==> src/rtl/dot_vector_loader.sv <==
// dot_vector_loader: collects (a,b) element pairs from a valid/ready stream
// into packed lane vectors and presents them to the dot-product datapath.
//
// Parameters:
//   N          lanes per vector (N >= 2), 32 bits per lane
//   CW         width of out_count
//
// Ports:
//   clk        rising-edge clock
//   rst        synchronous active-high reset
//   in_valid   element pair offered
//   in_ready   loader can accept a pair (FILL state)
//   in_a/in_b  32-bit elements of vectors A and B
//   in_last    offered pair ends the current vector
//   vector_a   packed A, lane i at [32*i+31:32*i]
//   vector_b   packed B, same packing
//   out_count  number of valid lanes presented (1..N)
//   out_valid  packed vectors complete and stable (FULL state)
//   out_ready  consumer accepts the vectors
module dot_vector_loader #(
  parameter int N  = 8,
  parameter int CW = $clog2(N + 1)
) (
  input  logic            clk,
  input  logic            rst,
  input  logic            in_valid,
  output logic            in_ready,
  input  logic [31:0]     in_a,
  input  logic [31:0]     in_b,
  input  logic            in_last,
  output logic [32*N-1:0] vector_a,
  output logic [32*N-1:0] vector_b,
  output logic [CW-1:0]   out_count,
  output logic            out_valid,
  input  logic            out_ready
);

  localparam int IW = (N > 1) ? $clog2(N) : 1;

  typedef enum logic {
    FILL = 1'b0,
    FULL = 1'b1
  } state_t;

  state_t        state_q;
  state_t        state_d;
  logic [IW-1:0] idx_q;
  logic [IW-1:0] idx_d;
  logic [CW-1:0] cnt_q;
  logic [CW-1:0] cnt_d;
  logic          wr_en;
  logic          clr;
  logic          close;

  logic [31:0] lane_a_q [N];
  logic [31:0] lane_b_q [N];

  // A vector closes on in_last or when the last lane is written,
  // so idx never wraps past N-1.
  assign close = in_last || (idx_q == IW'(N - 1));

  always_comb begin
    state_d = state_q;
    idx_d   = idx_q;
    cnt_d   = cnt_q;
    wr_en   = 1'b0;
    clr     = 1'b0;
    unique case (state_q)
      FILL: begin
        if (in_valid) begin
          wr_en = 1'b1;
          if (close) begin
            state_d = FULL;
            cnt_d   = CW'(idx_q) + CW'(1);
          end else begin
            idx_d = idx_q + IW'(1);
          end
        end
      end
      FULL: begin
        if (out_ready) begin
          state_d = FILL;
          idx_d   = '0;
          cnt_d   = '0;
          clr     = 1'b1;
        end
      end
      default: begin
        state_d = FILL;
      end
    endcase
  end

  always_ff @(posedge clk) begin
    if (rst) begin
      state_q <= FILL;
      idx_q   <= '0;
      cnt_q   <= '0;
    end else begin
      state_q <= state_d;
      idx_q   <= idx_d;
      cnt_q   <= cnt_d;
    end
  end

  // Lanes are cleared when a vector is consumed so that a following
  // short vector presents zeros in its unused lanes.
  always_ff @(posedge clk) begin
    for (int i = 0; i < N; i++) begin
      if (rst || clr) begin
        lane_a_q[i] <= '0;
        lane_b_q[i] <= '0;
      end else if (wr_en && (idx_q == IW'(i))) begin
        lane_a_q[i] <= in_a;
        lane_b_q[i] <= in_b;
      end
    end
  end

  for (genvar g = 0; g < N; g++) begin : g_pack
    assign vector_a[32*g +: 32] = lane_a_q[g];
    assign vector_b[32*g +: 32] = lane_b_q[g];
  end

  assign in_ready  = (state_q == FILL);
  assign out_valid = (state_q == FULL);
  assign out_count = cnt_q;

endmodule

==> config.mk <==
export PLATFORM = sky130hd
export DESIGN_NAME = dot_vector_loader
export DESIGN_NICKNAME = d
export VERILOG_FILES = /design/src/rtl/dot_vector_loader.sv
export SDC_FILE = /design/constraint.sdc
export NUM_CORES = 1
export LEC_CHECK = 0
export ABC_AREA = 1
export BUFFER_PORTS_ARGS = -buffer_cell sky130_fd_sc_hd__buf_2
export CAP_MARGIN = 5
export CORE_AREA = 4 4 228 230
export CTS_CLUSTER_SIZE = 25
export DETAILED_ROUTE_END_ITERATION = 6
export DIE_AREA = 0 0 232 234
export GPL_TIMING_DRIVEN = 1
export PLACE_DENSITY = 0.6
export SYNTH_ARGS = -nofsm -noshare
export SYNTH_HDL_FRONTEND = slang
export SYNTH_SLANG_ARGS = --single-unit
==> constraint.sdc <==
create_clock -name clk -period 8.7 [get_ports clk]
set_input_delay 1.74 -clock clk [delete_from_list [all_inputs] [get_ports clk]]
set_output_delay 1.74 -clock clk [all_outputs]
set_load 0.02 [all_outputs]
==> flow_metrics.env <==
export IMPL_p_leak_nw=10.6
export IMPL_die_area_um2=54300
export IMPL_clkSlewWorstSetupHoldPaths_ps=60
export IMPL_die_h_um=234
export IMPL_critPathMaxStageDelay_ps=1090
export IMPL_critical_path_slowest_cell="nand3_4"
export IMPL_holdPathEnd="out_count[2]"
export IMPL_postSynthAreaPerCell_um2=15.4
export IMPL_yosys_area_share_simple=0.119
export IMPL_syn2layout_area_growth_pct=26.5
export IMPL_routedWlPerCell_um=22.6
export IMPL_grt_pass1_wl_um=80900
export IMPL_mostFrequentLayoutCell="buf_2"
export IMPL_path_cells="buf_2 > a21oi_4 > nand3_4 > nor2_1"
export IMPL_worst_setup_path_type="in -> reg"
export IMPL_grtUsageTotal=0.202
export IMPL_io_pin_count=587
export IMPL_synthMuxAreaShare=0
export IMPL_worstReg2RegStart="out_valid"
export IMPL_mostFrequentLayoutCells="buf_2, nor2_1, edfxtp_1"
export IMPL_wl_met2_um=29500
export IMPL_final_util=0.477
export IMPL_yosys_warnings=0
export IMPL_layout_min_cycle_time_ps=3830
export IMPL_hold_buffers=0
export IMPL_yosysUniqueCellTypes=17
export IMPL_synth_top_family_by_area="simple AND/OR/NAND/NOR gates"
export IMPL_yosysSeqAreaShare=0.826
export IMPL_drt_iter0_drc=889
export IMPL_drt_drc_violations_left=0
export IMPL_die_w_um=232
export IMPL_gp_congestion=0.809
export IMPL_peakVddDrop_v=0.000161
export IMPL_grt_max_degree=65
export IMPL_vias=12000
export IMPL_cap_violations=0
export IMPL_cts_htree_levels=2
export IMPL_synthAdderAreaFrac=0.00399
export IMPL_syn_nets=1300
export IMPL_finalNetCount=1904
export IMPL_post_cts_resize_count=0
export IMPL_min_from="out_count[2]"
export IMPL_hpwl_um=36200
export IMPL_wl_met1_um=21700
export IMPL_synth_area_um2=18800
export IMPL_arrival_ps=4210
export IMPL_diodes=0
export IMPL_setup_tns_ps=0
export IMPL_r2r_slack_ps=5740
export IMPL_status="finished, final reports clean"
export IMPL_synthCells=1225
export IMPL_clock_sinks=520
export IMPL_port_buffers=586
export IMPL_r2r_cells=3
export IMPL_dpl_cell_count=2446
export IMPL_finalHoldViolCount=0
export IMPL_wl_met3_um=4630
export IMPL_fmax_mhz=261
export IMPL_final_layout_size_suffix_gt1_frac=0.371
export IMPL_clk_latency_ps=590
export IMPL_ys_ff_latch=520
export IMPL_setup_viol=0
export IMPL_initial_utilization=0.377
export IMPL_worstMarginPinSlew_ps=1210
export IMPL_cp_required_ps=9080
export IMPL_cts_root_buf="clkbuf_16"
export IMPL_cts_tree="done"
export IMPL_core_region_area_um2=49900
export IMPL_synth_xor_area_share=0
export IMPL_via_per_inst=4.73
export IMPL_final_cells=2539
export IMPL_rows=82
export IMPL_numCtsBuffers=53
export IMPL_cts_setup_buffers=0
export IMPL_hold_class="reg -> reg"
export IMPL_path_buf_inv=1
export IMPL_cp_start_kind="primary input"
export IMPL_cp_end_kind="flip-flop"
export IMPL_synth_compound_area_frac=0.00486
export IMPL_clockBufferDepth=3
export IMPL_cp_top_family="simple AND/OR/NAND/NOR gates"
export IMPL_period_share=0.440
export IMPL_wl_um=57400
export IMPL_maxSlewHeadroom=0.191
export IMPL_cp_max_fo=64
export IMPL_drt_pass1_iter_count=7
export IMPL_rsz0062_at_grt="no"
export IMPL_maxSlewViolCount=0
export IMPL_ant_nets=0
export IMPL_antenna_found_initial=1
export IMPL_grt_pass1_vias=11800
export IMPL_min_path_cells=2
export IMPL_fin_skew_ps=23.9
export IMPL_p_per_area_nw_per_um2=235
export IMPL_r2r_end="lane_b_q[0][101]"
export IMPL_overflow=0
export IMPL_top_layer_used="met4"
## synth_stat cells
master    number  area, µm²
a21oi_1        7       35.0
a21oi_4        1       16.3
buf_2          1       5.00
buf_6         50        563
buf_8          1       15.0
clkinv_1       1       3.75
dfxtp_1        8        160
edfxtp_1     512      15400
ha_1           6       75.1
inv_1         73        274
nand2_1       19       71.3
nand3_1        7       35.0
nand3_4        2       35.0
nand4_4        6        128
nor2_1       517       1940
nor2_2         6       37.5
o21ai_0        8       40.0
## worst register-to-register path, stage by stage (launching register included)
cell     delay [ps]
dfxtp_1         400
a21oi_4         880
nand3_4        1100
nor2_1          390
## cell families (layout without fill, tap and decap cells)
| family | count (synthesis) | in the layout |
|---|---|---|
| AND/OR/NAND/NOR | 557 | 557 |
| buffers and inverters | 126 | 768 |
| adder cells (fa/ha/maj) | 6 | 6 |
| AO/OA/AOI/OAI | 16 | 16 |
| flip-flops | 520 | 520 |
## sequential cells by signal, summed over array words and instances, names as in the netlist
register and cells:
idx_q 3, lane_a_q 256, lane_b_q 256, out_count 4, out_valid 1
## through the flow
step                      area [µm²]  worst slack (ps)  hold slack, ps  power [mW]
after floorplan                18800              1710             500        3.29
after global placement         22200              4400             473        3.51
final                          23800              4870             489        5.59
after detailed placement       22200              4260             483        3.52
after CTS                      23800              4830             492        5.64
after global routing           23800              4680             502        5.77
## layer usage
| metal | vias up | global-route usage |
|---|---|---|
| met4 | 0 | 0.0575 |
| met1 | 6020 | 0.246 |
| li1 | 5381 | - |
| met5 | - | 0 |
| met2 | 524 | 0.357 |
| met3 | 92 | 0.0531 |
## where the power goes
| part | switching [mW] | internal, mW |
|---|---|---|
| logic | 0.404 | 0.115 |
| registers | 0.0429 | 2.89 |
| clock network | 0.924 | 1.21 |
| total | 1.37 | 4.22 |
## cell type report
cell class / count / area, µm²
clock buffer: 73 / 1440
clock inverter: 20 / 156
fill: 4513 / 26100
inverter: 74 / 278
multi-input combinational: 579 / 2500
sequential: 520 / 15500
tap: 672 / 841
timing repair buffer: 601 / 3050
## how the worst max path moves through the flow
stage,endpoint,startpoint,slack [ps],cells past startpoint
CTS,lane_b_q[0][101],rst,4830,4
finish,lane_b_q[0][101],rst,4870,4
global route,lane_b_q[0][101],rst,4680,4
global placement,lane_b_q[0][113],rst,4400,4
detailed placement,lane_b_q[0][101],rst,4260,4
floorplan,lane_a_q[0][0],in_valid,1710,2
No activity file was read; power rests on OpenSTA's default activity.
